[src/rtl/lsu_unit.sv]
// lsu_unit: single-outstanding load/store unit between decode/EXU and a valid/ready memory bus.
// Stores are lane-shifted with byte strobes. Loads come back aligned and sign/zero-extended.
// TIMEOUT bounds the REQ+RESP wait; 0 disables it.
// Optional build macro LSU_MISALIGN_TRAP_EN: misaligned half/word accesses fault without
// reaching the bus.
module lsu_unit #(
    parameter int unsigned XLEN    = 32,
    parameter int unsigned TIMEOUT = 255
) (
    input  logic            clk_i,
    input  logic            rst_ni,
    input  logic            in_valid_i,
    output logic            in_ready_o,
    input  logic            in_wen_i,
    input  logic [2:0]      in_func3_i,
    input  logic [XLEN-1:0] in_addr_i,
    input  logic [XLEN-1:0] in_wdata_i,
    output logic            mem_req_valid_o,
    input  logic            mem_req_ready_i,
    output logic [XLEN-1:0] mem_req_addr_o,
    output logic            mem_req_wen_o,
    output logic [XLEN-1:0] mem_req_wdata_o,
    output logic [3:0]      mem_req_wmask_o,
    input  logic            mem_resp_valid_i,
    output logic            mem_resp_ready_o,
    input  logic [XLEN-1:0] mem_resp_rdata_i,
    output logic            out_valid_o,
    input  logic            out_ready_i,
    output logic [XLEN-1:0] out_rdata_o,
    output logic            out_err_o
);

    // The counter only needs to reach TIMEOUT-1; timeout fires on the cycle that would make it TIMEOUT.
    localparam int unsigned CntW = (TIMEOUT > 1) ? $clog2(TIMEOUT) : 1;
    localparam logic [CntW-1:0] CntLast = CntW'(TIMEOUT - 1);

    typedef enum logic [1:0] {StIdle, StReq, StResp, StDone} state_e;

    state_e            state_q, state_d;
    logic              wen_q, wen_d;
    logic [2:0]        func3_q, func3_d;
    logic [1:0]        off_q, off_d;
    logic [XLEN-3:0]   addr_q, addr_d;
    logic [XLEN-1:0]   wdata_q, wdata_d;
    logic [3:0]        wmask_q, wmask_d;
    logic [XLEN-1:0]   rdata_q, rdata_d;
    logic              err_q, err_d;
    logic [CntW-1:0]   cnt_q, cnt_d;

    logic [3:0]        st_mask;
    logic [XLEN-1:0]   st_wdata;
    logic [XLEN-1:0]   ld_shift, ld_ext;
    logic              timeout_hit;

    // Store lane steering from the incoming op; unknown widths behave as word stores.
    always_comb begin
        st_mask  = 4'b1111;
        st_wdata = in_wdata_i;
        case (in_func3_i)
            3'd0: begin
                st_mask  = 4'b0001 << in_addr_i[1:0];
                st_wdata = {4{in_wdata_i[7:0]}};
            end
            3'd1: begin
                st_mask  = 4'b0011 << in_addr_i[1:0];
                st_wdata = {2{in_wdata_i[15:0]}};
            end
            default: ;
        endcase
    end

`ifdef LSU_MISALIGN_TRAP_EN
    logic is_byte, is_half, misaligned;

    // Classify the incoming access width and flag alignment faults.
    always_comb begin
        is_byte    = (in_func3_i == 3'd0) || (!in_wen_i && (in_func3_i == 3'd4));
        is_half    = (in_func3_i == 3'd1) || (!in_wen_i && (in_func3_i == 3'd5));
        misaligned = is_half ? in_addr_i[0] : (!is_byte && (in_addr_i[1:0] != 2'b00));
    end
`endif

    // Load extraction. A half at offset 3 only has one lane left, so extend from its bit 7.
    always_comb begin
        ld_shift = mem_resp_rdata_i >> {off_q, 3'b000};
        case (func3_q)
            3'd0: ld_ext = {{(XLEN-8){ld_shift[7]}}, ld_shift[7:0]};
            3'd1: ld_ext = (off_q == 2'd3) ? {{(XLEN-8){ld_shift[7]}}, ld_shift[7:0]}
                                           : {{(XLEN-16){ld_shift[15]}}, ld_shift[15:0]};
            3'd4: ld_ext = {{(XLEN-8){1'b0}}, ld_shift[7:0]};
            3'd5: ld_ext = {{(XLEN-16){1'b0}}, ld_shift[15:0]};
            default: ld_ext = ld_shift;
        endcase
    end

    // Next-state logic: capture on accept, walk the bus handshakes, hold the result until taken.
    always_comb begin
        state_d     = state_q;
        wen_d       = wen_q;
        func3_d     = func3_q;
        off_d       = off_q;
        addr_d      = addr_q;
        wdata_d     = wdata_q;
        wmask_d     = wmask_q;
        rdata_d     = rdata_q;
        err_d       = err_q;
        cnt_d       = cnt_q;
        timeout_hit = (TIMEOUT != 0) && (cnt_q == CntLast);
        case (state_q)
            StIdle: begin
                if (in_valid_i) begin
                    wen_d   = in_wen_i;
                    func3_d = in_func3_i;
                    off_d   = in_addr_i[1:0];
                    addr_d  = in_addr_i[XLEN-1:2];
                    wdata_d = st_wdata;
                    wmask_d = st_mask;
                    rdata_d = '0;
                    err_d   = 1'b0;
                    cnt_d   = '0;
                    state_d = StReq;
`ifdef LSU_MISALIGN_TRAP_EN
                    if (misaligned) begin
                        err_d   = 1'b1;
                        state_d = StDone;
                    end
`endif
                end
            end
            StReq: begin
                cnt_d = cnt_q + CntW'(1);
                if (timeout_hit) begin
                    err_d   = 1'b1;
                    rdata_d = '0;
                    state_d = StDone;
                end else if (mem_req_ready_i) begin
                    state_d = StResp;
                end
            end
            StResp: begin
                cnt_d = cnt_q + CntW'(1);
                // A response on the timeout cycle still counts as a good access.
                if (mem_resp_valid_i) begin
                    rdata_d = wen_q ? '0 : ld_ext;
                    err_d   = 1'b0;
                    state_d = StDone;
                end else if (timeout_hit) begin
                    err_d   = 1'b1;
                    rdata_d = '0;
                    state_d = StDone;
                end
            end
            StDone: begin
                if (out_ready_i) state_d = StIdle;
            end
            default: state_d = StIdle;
        endcase
    end

    // State and capture registers; reset abandons any access in flight.
    always_ff @(posedge clk_i or negedge rst_ni) begin
        if (!rst_ni) begin
            state_q <= StIdle;
            wen_q   <= 1'b0;
            func3_q <= '0;
            off_q   <= '0;
            addr_q  <= '0;
            wdata_q <= '0;
            wmask_q <= '0;
            rdata_q <= '0;
            err_q   <= 1'b0;
            cnt_q   <= '0;
        end else begin
            state_q <= state_d;
            wen_q   <= wen_d;
            func3_q <= func3_d;
            off_q   <= off_d;
            addr_q  <= addr_d;
            wdata_q <= wdata_d;
            wmask_q <= wmask_d;
            rdata_q <= rdata_d;
            err_q   <= err_d;
            cnt_q   <= cnt_d;
        end
    end

    // Handshake flags follow the state; data fields come straight from the capture registers.
    always_comb begin
        in_ready_o       = (state_q == StIdle);
        mem_req_valid_o  = (state_q == StReq);
        mem_resp_ready_o = (state_q == StResp);
        out_valid_o      = (state_q == StDone);
        mem_req_addr_o   = {addr_q, 2'b00};
        mem_req_wen_o    = wen_q;
        mem_req_wdata_o  = wdata_q;
        mem_req_wmask_o  = wmask_q;
        out_rdata_o      = rdata_q;
        out_err_o        = err_q;
    end

endmodule

[config.mk]
export PLATFORM = sky130hd
export DESIGN_NAME = lsu_unit
export DESIGN_NICKNAME = d
export VERILOG_FILES = /design/src/rtl/lsu_unit.sv
export SDC_FILE = /design/constraint.sdc
export NUM_CORES = 1
export LEC_CHECK = 0
export ABC_CLOCK_PERIOD_IN_PS = 2050
export CAP_MARGIN = 15
export CORE_UTILIZATION = 25
export CTS_BUF_LIST = sky130_fd_sc_hd__clkbuf_16
export CTS_CLUSTER_DIAMETER = 50
export DETAILED_ROUTE_END_ITERATION = 10
export PLACE_DENSITY_LB_ADDON = 0.3
export SLEW_MARGIN = 10
export SYNTH_ARGS = -nofsm -noshare
export SYNTH_HDL_FRONTEND = slang
export SYNTH_SLANG_ARGS = --single-unit
[constraint.sdc]
create_clock -name clk_i -period 2.05 [get_ports clk_i]
set_input_delay 0.41 -clock clk_i [delete_from_list [all_inputs] [get_ports clk_i]]
set_output_delay 0.41 -clock clk_i [all_outputs]
set_load 0.05 [all_outputs]
# After elaboration in Yosys (flattened, before gate mapping)
# Cells that the tools add are included.
dict set report totals {
  out_inout_bits 106
  reg_bits 115
  word_cells 59
  inputBits 106
}
dict set report op_classes {
  muxes 22
  n_addsub 1
  n_shift 3
  n_eq_ne 13
  n_reduce_logical 10
}
# operator count
set op_table {}
lappend op_table {{32-bit two-way mux} 5}
lappend op_table {{32-bit case mux with 4 select lines} 1}
lappend op_table {{32-bit case mux with 3 select lines} 1}
lappend op_table {{32-bit case mux with 2 select lines} 1}
lappend op_table {{32-bit by 5-bit >> shifter with 32-bit output} 1}
lappend op_table {{8-bit case mux with 2 select lines} 1}
lappend op_table {{2-bit two-way mux} 6}
lappend op_table {{8-bit by 1-bit adder with 8-bit output (second input constant)} 1}
lappend op_table {{8-bit equality test (second input constant)} 1}
lappend op_table {{8-bit two-way mux} 1}
lappend op_table {{2-bit case mux with 4 select lines} 1}
lappend op_table {{4-bit case mux with 2 select lines} 1}
lappend op_table {{2-bit equality test (second input constant)} 3}
lappend op_table {{3-bit by 1-bit equality test with 1-bit output (second input constant)} 2}
lappend op_table {{3-bit equality test (second input constant)} 2}
lappend op_table {{3-bit logical NOT} 2}
lappend op_table {{2-bit AND reduction} 3}
lappend op_table {{4-bit AND reduction} 1}
lappend op_table {{1-bit by 2-bit left shift with 4-bit output (first input constant)} 1}
lappend op_table {{2-bit by 2-bit left shift with 4-bit output (first input constant)} 1}
lappend op_table {{1-bit two-way mux} 3}
lappend op_table {{3-bit by 1-bit != test with 1-bit output (second input constant)} 1}
lappend op_table {{3-bit by 2-bit != test with 1-bit output (second input constant)} 1}
lappend op_table {{1-bit case mux with 3 select lines} 1}
lappend op_table {{other kinds (7)} 7}

# Logic depth before layout (Yosys ltp)
dict set report depth {
  depth_word 6
  mapped_depth 8
  depth_no_buf 6
}

# Least setup slack after synthesis
# No wires, ideal clock.
dict set report synth_path {
  path_type {reg2reg}
  start {reg state_q[0]}
  end {reg addr_q[10]}
  synth_period_minus_slack_ps 2374
  required_ps 1925
  n_path_buf 3
  path_slack_ps -324
  stages_incl_launch_ff 8
  t_arrival_ps 2249
  setup_time_ps 125
  cell_sequence {dfrtp_1 > inv_1 > ha_1 > clkbuf_1 > and2_1 > clkbuf_1 > clkbuf_1 > mux2_2}
}
dict set report synth_between {
  elab_chain_len 2
}
# element line_no
set synth_rtl {}
lappend synth_rtl {{from (decl)} 39} ;# state_e state_q, state_d;
lappend synth_rtl {{from (signal assigned)} 163} ;# state_q <= StIdle;
lappend synth_rtl {{from (signal assigned)} 174} ;# state_q <= state_d;
lappend synth_rtl {{2-bit logical NOT} -}
lappend synth_rtl {{net in_ready_o} 13} ;# output logic in_ready_o,
lappend synth_rtl {{2-bit AND reduction (no line)} -}
lappend synth_rtl {{to (signal assigned)} 178} ;# addr_q <= addr_d;
lappend synth_rtl {{to (decl)} 43} ;# logic [XLEN-3:0] addr_q, addr_d;
# The timed path passes the listed nets, and every way through them passes these cells.
# A chain may end at the register's enable or synchronous reset.

# Final worst setup path
dict set report layout_path {
  start {reg rdata_q[30] (netlist: out_rdata_o[30])}
  end {out out_rdata_o[30]}
}
# element line_no
set layout_rtl {}
lappend layout_rtl {{from (decl)} 46} ;# logic [XLEN-1:0] rdata_q, rdata_d;
lappend layout_rtl {{from (signal assigned)} 181} ;# rdata_q <= rdata_d;
lappend layout_rtl {{to (decl)} 29} ;# output logic [XLEN-1:0] out_rdata_o,
# No word-level cell between the ends.

==> impl_metrics.json <==
{
  "status": "finished clean",
  "hold_path_class": "in -> async",
  "yosys_warnings": 0,
  "hold_ws_ps": 441.7,
  "fin_tns_setup_ps": 0,
  "setup_ws_ps": 48.07,
  "cts-root-buf": "clkbuf_16",
  "arrival_ps": 1590,
  "r2r_slack_ps": 130,
  "clkSlewWorstSetupHoldPaths_ps": 50,
  "first_pass_iters": 4,
  "io_pins": 212,
  "multi_input_area_um2": 2414,
  "finClkSkew_ps": 8.605,
  "wl_um": 16220,
  "netlist.area_leader.share_pct": 52.97,
  "fin_util_pct": 41.49,
  "cts_num_sinks": 115,
  "grt-ovfl-total": 0,
  "critPathCapture": "out_rdata_o[30]",
  "post-route-period-util_pct": 97.66,
  "antenna_found_initial": 1,
  "finalSetupViolCount": 0,
  "synthFlopType": "dfrtp_1",
  "fillers": 1988,
  "grt_pass1_wl_um": 25530,
  "worst_pin_slew_ps": 556.2,
  "r2r-start": "state_q[1]",
  "crit_type": "reg -> out",
  "core_um2": 21150,
  "timing.final.hold_violations": 0,
  "synth_cell_types": 46,
  "power.leakage_nw": 4.008,
  "start_util_pct": 25.68,
  "rsz0062_at_grt": "false",
  "synth_area_leader_cell": "dfrtp_1",
  "numCtsBuffers": 17,
  "cts_buffer_depth": 2,
  "endpoint_kind": "primary output",
  "postSynthAreaPerCell_um2": 11.63,
  "slew_violations": 0,
  "max_freq_mhz": 499.5,
  "drt_iter0_markers": 159,
  "dp_slack_ps": -436.7,
  "grt_pass1_vias": 4688,
  "avgViaCountPerCell": 4.601,
  "vias": 4546,
  "syn_inst": 467,
  "ir_drop_mv": 1.069,
  "grt.total_usage_pct": 14.92,
  "cp_num_cells": 1,
  "cap_violations": 0,
  "crit_path_cell_trace": "clkdlybuf4s50_1",
  "yosys-top-cells-area": "dfrtp_1 (53%), mux2_2 (12%), mux2i_1 (7.7%), o21ai_0 (5.0%), nand2_1 (3.7%)",
  "die_h_um": 149.4,
  "grt_max_degree": 61,
  "drive_gt1_share_pct": 22.30,
  "io_buffers": 209,
  "async_reset_ff_share_pct": 100.0,
  "regArea_um2": 2878,
  "worstPathMaxFanout": 2,
  "worstSetupStartpointType": "flip-flop",
  "nets": 814,
  "avgRoutedWirePerCell_um": 16.41,
  "cp_slowest_cell": "clkdlybuf4s50_1",
  "r2r_cells": 8,
  "power_density_nw_per_um2": 1675,
  "die_w_um": 149.4,
  "stdcell_count": 988,
  "relSlewSlack_pct": 62.86,
  "worstPathRequired_ps": 1640,
  "rr_endpoint": "out_rdata_o[27]",
  "cts_tree": "yes",
  "dpl.hpwl_um": 12050,
  "area.growth.synth_to_final_pct": 61.54,
  "drtAntennaViolNets": 0,
  "synth_edf_count": 0,
  "dieArea_um2": 22320,
  "cp-startpoint": "out_rdata_o[30]",
  "drc_errors": 0,
  "critPathBufInv": 1,
  "synth-seq-cells": 115,
  "synth.most_common_cell": "dfrtp_1",
  "diodes": 0,
  "dp.cells": 955,
  "slowest_delay_ps": 820,
  "cpLargestDelayFamily": "buffers and inverters",
  "synth_common_cells": "dfrtp_1 (115), mux2_2 (57), o21ai_0 (54)",
  "period_needed_ps": 2002,
  "place_congestion": 0.8056,
  "cts.htree.levels": 4,
  "clk_latency_ps": 410,
  "num_rows": 53,
  "syn-cell-area_um2": 5433,
  "yosysSeqAreaShare_pct": 52.97
}
worst min path at each step:
stage            from               to  slack [ps]  depth (start not counted)
2_1_floorplan  rst_ni        addr_q[0]         110                          0
3_3_place_gp   rst_ni  out_rdata_o[30]         320                          1
3_5_place_dp   rst_ni  out_rdata_o[27]         320                          1
4_1_cts        rst_ni  out_rdata_o[27]         430                          2
5_1_grt        rst_ni  out_rdata_o[30]         460                          2
6_report       rst_ni  out_rdata_o[27]         440                          2
layout by cell type, fill, tap and decap left out, drive strengths merged, types with 17 or more instances in the layout:
| cell | instances |
|---|---|
| clkbuf | 17 |
| dfrtp | 115 |
| clkdlybuf4s50 | 177 |
| mux2i | 42 |
| buf | 43 |
| nand2 | 53 |
| mux2 | 57 |
| nor2 | 23 |
| o21ai | 55 |
| dlymetal6s2s | 18 |
state kept, by name, indices dropped and copies added, names as in the netlist:
register and flops:
mem_req_wdata_o 32, out_rdata_o 32, addr_q 30, cnt_q 8
mem_req_wmask_o 4, func3_q 3, off_q 2, state_q 2
mem_req_wen_o 1, out_err_o 1
final cells by class:
cell class	count	area share [%]
inverter	8	0.3422
timing repair buffer	243	28.37
clock inverter	14	2.224
multi-input combinational	316	27.50
tap	275	3.921
clock buffer	17	4.847
sequential	115	32.79
metrics by stage:
step	cell area, um^2	power [W]
finish	8776	0.01470
global route	8776	0.01545
CTS	8731	0.01488
detailed placement	8085	0.01162
global placement	8085	0.01148
floorplan	5460	0.008725
timing repair:
item,4_1_cts,5_1_grt
pin swaps,1,0
buffers inserted,1,0
setup endpoints to repair,21,21
cloned,0,0
hold buffers,1,0
gates resized for setup,4,19
endpoints found under the hold margin,19,0
report_power, final:
part / switching (W) / internal (W)
Sequential: 0.000532 / 0.00315
Clock: 0.00104 / 0.00212
Combinational: 0.00487 / 0.00300
Total: 0.00643 / 0.00827
routing by layer:
metal  up-vias  GRT usage (%)  routed length (um)
met5         -              0                  13
met4         2          5.204                 225
li1       2144              -                   -
met1      2254          19.03                7196
met3        19          5.152                 999
met2       127          23.33                7783
cells by family after synthesis:
| logic type | count (synthesis) | share of synthesized area (%) |
|---|---|---|
| buf+inv | 37 | 3.178 |
| mux | 99 | 19.55 |
| xor+xnor | 5 | 0.8062 |
| other cells | 1 | 0.06903 |
| fa+ha+maj | 7 | 1.612 |
| compound gates | 104 | 13.77 |
| simple gates | 99 | 8.038 |
| flops | 115 | 52.97 |
Note: power is estimated with default switching activity, not from simulation.
